$ cat src/rtl/prog_loader.sv
// prog_loader: boot-time program loader and memory-port owner.
// Holds the core in reset, receives a framed byte stream of instructions
// (high byte, low byte per word, then one trailing checksum byte), writes
// each word into program memory, verifies the checksum and then hands the
// memory port over to the core.
module prog_loader #(
  parameter int ADDR_WIDTH  = 8,
  parameter int INSTR_WIDTH = 15
) (
  input  logic                   ph1,
  input  logic                   reset,
  input  logic                   start,
  input  logic [ADDR_WIDTH-1:0]  len,
  input  logic                   in_valid,
  input  logic [7:0]             in_data,
  output logic                   in_ready,
  output logic                   core_reset,
  input  logic [ADDR_WIDTH-1:0]  core_adr,
  input  logic                   core_we,
  input  logic [7:0]             core_wdata,
  output logic [ADDR_WIDTH-1:0]  mem_adr,
  output logic                   mem_we,
  output logic [INSTR_WIDTH-1:0] mem_wdata,
  output logic                   busy,
  output logic                   done,
  output logic                   err
);

  // Width of the instruction's upper part, carried in the low bits of the
  // first byte of each word.
  localparam int HI_W = INSTR_WIDTH - 8;

  typedef enum logic [2:0] {
    S_IDLE  = 3'd0,
    S_HI    = 3'd1,
    S_LO    = 3'd2,
    S_WRITE = 3'd3,
    S_CSUM  = 3'd4,
    S_RUN   = 3'd5,
    S_ERR   = 3'd6
  } state_t;

  state_t                state_reg;
  logic [ADDR_WIDTH-1:0] cnt_reg;
  logic [ADDR_WIDTH-1:0] len_reg;
  logic [7:0]            sum_reg;
  logic [HI_W-1:0]       hi_reg;
  logic [7:0]            lo_reg;
  logic                  core_reset_reg;

  logic                  xfer;
  logic [7:0]            sum_next;
  logic [ADDR_WIDTH-1:0] last_idx;
  logic                  in_run;

  // Stream handshake, running checksum and last-word index.
  // len_reg of 0 yields last_idx of all-ones, i.e. a full 2**ADDR_WIDTH load.
  always_comb begin
    xfer     = in_valid & in_ready;
    sum_next = sum_reg + in_data;
    last_idx = len_reg - {{(ADDR_WIDTH-1){1'b0}}, 1'b1};
    in_run   = (state_reg == S_RUN);
  end

  // Status and handshake outputs decode the current state only, so an
  // asynchronous reset is reflected on them immediately.
  always_comb begin
    in_ready = (state_reg == S_HI) || (state_reg == S_LO) || (state_reg == S_CSUM);
    busy     = (state_reg == S_HI) || (state_reg == S_LO) ||
               (state_reg == S_WRITE) || (state_reg == S_CSUM);
    done     = in_run;
    err      = (state_reg == S_ERR);
  end

  // Memory port mux: the core owns the port only while running; otherwise
  // the loader presents the current word and strobes it in WRITE.
  always_comb begin
    if (in_run) begin
      mem_adr   = core_adr;
      mem_we    = core_we;
      mem_wdata = {{HI_W{1'b0}}, core_wdata};
    end else begin
      mem_adr   = cnt_reg;
      mem_we    = (state_reg == S_WRITE);
      mem_wdata = {hi_reg, lo_reg};
    end
  end

  assign core_reset = core_reset_reg;

  // Load sequencer: byte capture, word write, checksum verdict and the
  // registered core reset, which lags the state by one edge so the core is
  // released one cycle after RUN is entered and re-held one cycle after it
  // is left.
  always_ff @(posedge ph1 or posedge reset) begin
    if (reset) begin
      state_reg      <= S_IDLE;
      cnt_reg        <= '0;
      len_reg        <= '0;
      sum_reg        <= '0;
      hi_reg         <= '0;
      lo_reg         <= '0;
      core_reset_reg <= 1'b1;
    end else begin
      core_reset_reg <= (state_reg != S_RUN);
      case (state_reg)
        S_IDLE, S_RUN, S_ERR: begin
          if (start) begin
            state_reg <= S_HI;
            len_reg   <= len;
            cnt_reg   <= '0;
            sum_reg   <= '0;
          end
        end
        S_HI: begin
          if (xfer) begin
            hi_reg    <= in_data[HI_W-1:0];
            sum_reg   <= sum_next;
            state_reg <= S_LO;
          end
        end
        S_LO: begin
          if (xfer) begin
            lo_reg    <= in_data;
            sum_reg   <= sum_next;
            state_reg <= S_WRITE;
          end
        end
        S_WRITE: begin
          if (cnt_reg == last_idx) begin
            state_reg <= S_CSUM;
          end else begin
            cnt_reg   <= cnt_reg + {{(ADDR_WIDTH-1){1'b0}}, 1'b1};
            state_reg <= S_HI;
          end
        end
        S_CSUM: begin
          if (xfer) begin
            sum_reg   <= sum_next;
            state_reg <= (sum_next == 8'h00) ? S_RUN : S_ERR;
          end
        end
        default: begin
          state_reg <= S_IDLE;
        end
      endcase
    end
  end

endmodule
$ cat config.mk
export PLATFORM = sky130hd
export DESIGN_NAME = prog_loader
export DESIGN_NICKNAME = d
export VERILOG_FILES = /design/src/rtl/prog_loader.sv
export SDC_FILE = /design/constraint.sdc
export NUM_CORES = 1
export LEC_CHECK = 0
export ABC_AREA = 1
export CAP_MARGIN = 20
export CELL_PAD_IN_SITES_DETAIL_PLACEMENT = 2
export CELL_PAD_IN_SITES_GLOBAL_PLACEMENT = 2
export CORE_MARGIN = 1
export CORE_UTILIZATION = 27
export CTS_CLUSTER_SIZE = 25
export DETAILED_ROUTE_END_ITERATION = 10
export GPL_ROUTABILITY_DRIVEN = 0
export PLACE_DENSITY = 0.91
export SLEW_MARGIN = 40
export SYNTH_ARGS = -nofsm -noshare
export SYNTH_HDL_FRONTEND = slang
export SYNTH_SLANG_ARGS = --single-unit
$ cat constraint.sdc
create_clock -name ph1 -period 2.3 [get_ports ph1]
set_input_delay 0.345 -clock ph1 [delete_from_list [all_inputs] [get_ports ph1]]
set_output_delay 0.345 -clock ph1 [all_outputs]
set_load 0.02 [all_outputs]
==> flow_summary_export.csv, run 1 <==
group,metric,value,unit
die,chipHeight,105,um
route,vias,2967,
placement,portBuffers,65,
logic_synthesis,ys_ff_latch,43,
logic_synthesis,synth_ff_type,"dfrtp_1",
logic_synthesis,synth.avg_cell_area,6.89,um^2
die,rows,37,
logic_synthesis,yosysSeqAreaShare,0.378,
setup_path,path_max_fanout,23,
cells_and_area,drive_gt1_frac,0.106,
pwr,power.density,1110,mW/mm^2
clock_network,htree_levels,2,
die,die_w,105,um
cells_and_area,final_core_util,0.378,
pwr,p_seq_frac,0.294,
pwr,p_sw,2.05,mW
route,via_per_inst,4.72,
clock_network,clkSinkCount,43,
route,wl_per_cell,17.2,um
route,first_pass_iters,4,
cells_and_area,register_area,0.00108,mm^2
clock_network,clockBufferDepth,2,
route,drc,0,
setup_path,required,1.96,ns
global_routing,grt_pass1_vias,3391,
setup_path,crit_type,"flop to output port",
pwr,power_leakage,2.14,nW
cells_and_area,area_delta_synth_final,36.5,%
setup_path,reg2reg_depth,15,
timing,fmaxAchievable,449,MHz
timing,drv_slew,0,
timing,fin_crit,2.23,ns
placement,dp_cells,616,
status,status,"completed",
route,postRouteAntennaNets,0,
cells_and_area,fin_cells,628,
timing,fin_crit_sh,0.969,
die,pin_count,66,
setup_path,crit_arrival,1.88,ns
logic_synthesis,syn_nets,460,
cells_and_area,final_nets,538,
clock_network,numCtsBuffers,5,
cells_and_area,multi_input_area,0.00152,mm^2
global_routing,grt-ovfl-total,0,
die,start_util,0.277,
route,drt_iter0_drc,48,
clock_network,ctsRootBufferMaster,"clkbuf_8",
timing,setup_viol,0,
min_path,hold_path_class,"input port to asynchronous set/reset pin",
setup_path,end_kind,"output port",
die,die_area,0.0110,mm^2
flow_run,max_cap_viol_count,0,
global_routing,grt_start_max_net_pins,44,
cells_and_area,diodes,0,
logic_synthesis,yosysWarnings,0,
timing,finClkSkew,0.00962,ns
timing,slew_headroom,0.589,
clock_network,clk_latency,0.32,ns
logic_synthesis,ys_types,32,
pwr,power.share.clock,0.147,
logic_synthesis,ys_async_sr_fraction,1.00,
global_routing,grt_pass1_wl,17.6,mm
logic_synthesis,syn-cell-area,0.00285,mm^2
clock_network,cts_tree,"done",
global_routing,antenna_found_initial,0,
timing,final_hold_viol_count,0,
logic_synthesis,synth_cells,413,
pwr,comb_power_share,0.559,
cells_and_area,fill_cells,1252,
pwr,max-vdd-ir-drop,0.611,mV
global_routing,grt_usage,0.203,
pwr,p_int,2.27,mW
pwr,switching_share,0.475,
logic_synthesis,synth-edff-count,0,
setup_path,regToRegSetupSlack,0.12,ns
setup_path,critPathLaunchType,"flop",
route,wl,10.8,mm
setup_path,reg2reg_to,"cnt_reg[6]",
clock_network,clkTransAtPathRegs,0.09,ns
die,coreArea,0.0103,mm^2
setup_path,r2r_start,"len_reg[0]",
timing,tightest_slew,0.616,ns
placement,hpwl,8.15,mm
## routing by layer
| metal | vias up | part of all wire | track usage |
|---|---|---|---|
| met5 | - | 0 | 0 |
| met4 | 0 | 0.011 | 0.0543 |
| met3 | 9 | 0.023 | 0.0281 |
| met2 | 48 | 0.53 | 0.386 |
| met1 | 1478 | 0.43 | 0.236 |
| li1 | 1432 | - | - |
## worst max-delay path by stage
stage,start,end,slack [ns],cells past startpoint
2_1_floorplan,sum_reg[0],state_reg[1],0.52,12
3_3_place_gp,in_data[0],state_reg[1],-0.05,13
3_5_place_dp,in_data[0],state_reg[1],-0.22,11
4_1_cts,state_reg[2],mem_wdata[14],0.0007,7
5_1_grt,len_reg[0],cnt_reg[5],-0.02,15
6_report,state_reg[2],mem_wdata[8],0.07,7
## power by group through the flow
stage                     Combinational [mW]  Clock [mW]  Sequential (mW)
after detailed placement                2.42           0             1.28
after CTS                               2.37       0.644             1.27
after floorplan                         1.51           0             1.20
after global placement                  2.24           0             1.24
final                                   2.42       0.635             1.27
after global routing                    2.67       0.665             1.30
## Yosys cell counts, types with 2 or more instances
library cell	n	area, um^2
clkbuf_1	6	22.5
o22ai_1	5	31.3
nor2_1	34	128
inv_1	59	221
ha_1	9	113
nand4_1	6	37.5
a21oi_1	10	50.1
buf_2	3	15.0
xor2_1	8	70.1
nand3_1	22	110
mux2_2	2	22.5
nand2_2	2	12.5
nor3_2	2	20.0
o21ai_2	2	17.5
nand2_1	153	574
xnor2_1	7	61.3
nand2_4	3	33.8
dfrtp_1	42	1050
o21ai_0	23	115
nor2_2	2	12.5
inv_2	2	7.51
## worst max-delay path, stage by stage, from the launching register on
cell	delay (ns)
dfrtp_1	0.40
inv_1	0.09
nor3_2	0.04
buf_4	0.16
inv_6	0.16
nand2_1	0.08
inv_1	0.05
clkdlybuf4s50_1	0.59
## final cells by class
| type | instances | area share |
|---|---|---|
| clock buffers | 5 | 0.0177 |
| clock inverters | 3 | 0.0113 |
| inverters | 62 | 0.0612 |
| multi-input cells | 298 | 0.391 |
| flip-flops and latches | 43 | 0.277 |
| well taps | 136 | 0.0438 |
| repair buffers | 81 | 0.198 |
## metrics by stage
stage	power, mW	cell area (um^2)	TNS (ns)	worst slack [ns]	hold slack, ns
2_1_floorplan	2.70	2850	0	0.521	0.453
3_3_place_gp	3.48	3710	-0.104	-0.0528	0.468
3_5_place_dp	3.70	3710	-0.414	-0.223	0.477
4_1_cts	4.28	3820	0	0.000702	0.508
5_1_grt	4.63	3890	-0.0366	-0.0160	0.548
6_report	4.32	3890	0	0.0709	0.499
## cells by family (layout without fill, tap and decap cells)
family,count (synthesis),in the layout,synth area share
buffers and inverters,73,151,0.0993
AO/OA/AOI/OAI,42,42,0.0826
flip-flops,43,43,0.378
multiplexers,3,3,0.0119
adder cells (fa/ha/maj),10,10,0.0466
AND/OR/NAND/NOR,227,228,0.335
XOR/XNOR,15,15,0.0462
## layout by cell type (no fill, tap or decap), drive strengths merged, types with 2 or more instances in the layout
cell type,netlist,final
clkdlybuf4s50,0,39
xnor2,7,7
clkbuf,7,5
nor3,2,2
dfrtp,42,42
ha,9,9
clkinv,1,3
nor2,36,36
nand3,23,23
nand4,6,6
o22ai,5,5
xor2,8,8
nand2,158,159
or2,2,2
o21ai,26,26
mux2,3,3
dlygate4sd2,0,19
dlymetal6s2s,0,7
buf,4,16
a21oi,11,11
inv,61,61
## timing repair
action | CTS | global route
gates resized for setup | 23 | 16
hold buffers | 0 | 0
setup endpoints to repair | 34 | 17
setup buffers | 0 | 3
gates cloned | 1 | 0
pin swaps | 1 | 6
No activity file was read; power rests on OpenSTA's default activity.
==> run 2, diff against run 1 <==
REMOVE_ABC_BUFFERS = 1   (was unset)
==> run 2 against run 1 <==
Register-to-register slack improved by 0.07 ns. Critical path depth rose by 9. Clock skew rose by 0.010 ns. Count of clock-buffer cells in the layout unchanged. Final cell count shrank 0.16%. Wire length shrank 3.6%. Worst hold slack worse by 0.013 ns. Utilization rose by 0.11 points. Sequential share of layout area is 0.080 points lower. Sequential power hardly changed.
==> flow_summary_export.csv, run 2 (same netlist as run 1, synthesis figures left out) <==
group,metric,value,unit
setup_path,crit_buf_inv,2,
placement,portBuffers,65,
pwr,power_leakage,2.16,nW
setup_path,critPathTopFamily,"simple AND/OR/NAND/NOR gates",
setup_path,critPathLaunchType,"input port",
route,via_per_inst,4.74,
global_routing,grt_pass1_vias,3354,
pwr,max-vdd-ir-drop,0.416,mV
clock_network,clkTransAtPathRegs,0.11,ns
die,rows,37,
setup_path,crit_type,"input port to flop",
clock_network,cts_tree,"done",
setup_path,slowest_stage,"clkdlybuf4s50_1",
pwr,power.share.clock,0.171,
route,drt_iter0_drc,73,
setup_path,critical_path.cell_chain,"clkdlybuf4s50_1 > ha_1 > fa_2 > nand2_1 > inv_1 > nand2_1 > nand2_1 > nand2_1 > nand2_1 > nor2_1 > nand4_1 > nand2_1 > nand2_1 > nand2_1 > nand2_1 > nand2_1",
route,drc,0,
clock_network,numCtsBuffers,5,
cells_and_area,drive_gt1_frac,0.0937,
die,die_w,105,um
setup_path,crit_top_cell,"nand2_1",
cells_and_area,diodes,0,
clock_network,htree_levels,2,
die,coreArea,0.0103,mm^2
clock_network,clockBufferDepth,2,
setup_path,crit_arrival,2.45,ns
timing,fin_crit_sh,0.954,
global_routing,grt-ovfl-total,0,
die,die_area,0.0110,mm^2
clock_network,ctsHoldBuffers,0,
timing,slew_headroom,0.603,
timing,drv_slew,0,
timing,final_hold_viol_count,0,
pwr,power.density,1110,mW/mm^2
pwr,p_sw,1.98,mW
cells_and_area,final_core_util,0.379,
pwr,switching_share,0.459,
timing,finClkSkew,0.0198,ns
setup_path,end_kind,"flop",
route,postRouteAntennaNets,0,
cells_and_area,final_nets,537,
die,start_util,0.277,
placement,hpwl,7.78,mm
route,wl,10.4,mm
timing,setup_viol,0,
die,pin_count,66,
cells_and_area,final_common_cell,"nand2_1",
global_routing,grt_usage,0.193,
setup_path,required,2.55,ns
pwr,comb_power_share,0.538,
route,first_pass_iters,4,
setup_path,path_max_fanout,3,
placement,dp_cells,615,
status,status,"completed",
global_routing,antenna_found_initial,0,
cells_and_area,area_delta_synth_final,36.9,%
flow_run,max_cap_viol_count,0,
global_routing,grt_pass1_wl,16.7,mm
pwr,p_int,2.33,mW
pwr,p_seq_frac,0.291,
clock_network,clk_latency,0.31,ns
cells_and_area,fin_cells,627,
timing,fin_crit,2.19,ns
clock_network,ctsRootBufferMaster,"clkbuf_8",
timing,fmaxAchievable,456,MHz
global_routing,grt_start_max_net_pins,44,
setup_path,slowest_delay,0.43,ns
cells_and_area,final_cell_mix,"nand2_1 (153), inv_1 (57), dfrtp_1 (42), clkdlybuf4s50_1 (38), nor2_1 (34)",
route,vias,2974,
die,chipHeight,105,um
min_path,hold_path_class,"input port to asynchronous set/reset pin",
timing,tightest_slew,0.596,ns
route,wl_per_cell,16.6,um
clock_network,clkSinkCount,43,
[run 2: final timing paths]
path                            start            to  slack [ns]  depth (start not counted)
max                        in_data[0]  state_reg[0]        0.11                         16
min                             reset     hi_reg[2]        0.49                          3
max reg2reg                sum_reg[0]  state_reg[0]        0.19                         15
min reg2reg                 lo_reg[2]     lo_reg[2]        0.50                          2
max in group asynchronous       reset    len_reg[6]        1.38                          3
min in group ph1            lo_reg[2]     lo_reg[2]        0.50                          2
[run 2: per-stage QoR]
step,area (um^2),setup WS (ns),power [mW],setup TNS [ns],hold slack [ns]
global placement,3710,-0.0252,3.48,-0.0438,0.468
finish,3900,0.106,4.32,0,0.486
detailed placement,3710,-0.243,3.65,-0.458,0.482
global route,3900,-0.0417,4.63,-0.0417,0.520
floorplan,2800,-0.270,2.67,-2.34,0.453
CTS,3850,-0.0319,4.35,-0.0448,0.501
[run 2: what timing repair did]
action                                  4_1_cts  5_1_grt
buffers inserted                              2        1
resized for setup                            22       13
endpoints found under the hold margin         0        0
endpoints found under the setup margin       26       20
pin swaps                                     0        1
gates cloned                                  0        1
[run 2: power groups by stage]
stage,sequential (mW),combinational (mW),clock [mW]
after floorplan,1.21,1.46,0
after global placement,1.24,2.25,0
after detailed placement,1.26,2.39,0
after CTS,1.25,2.35,0.748
after global routing,1.29,2.56,0.777
final,1.26,2.32,0.740
[run 2: metal layers]
layer,global-route usage,share of wire,up-vias
met3,0.0306,0.025,5
li1,-,-,1427
met4,0.0423,0.0061,0
met1,0.213,0.42,1491
met2,0.380,0.55,51
met5,0,0,-
[run 2: tightest hold or removal path, delay by kind of cell]
family	cells	cell delay, ns
buf+inv	3	0.93
[run 2: layout make-up]
cell class	instances	area (um^2)
sequential	43	1080
clock inverter	3	67.6
clock buffer	5	68.8
tap	136	170
inverter	62	238
timing repair buffer	80	767
fill	1218	6380
multi-input combinational	298	1510
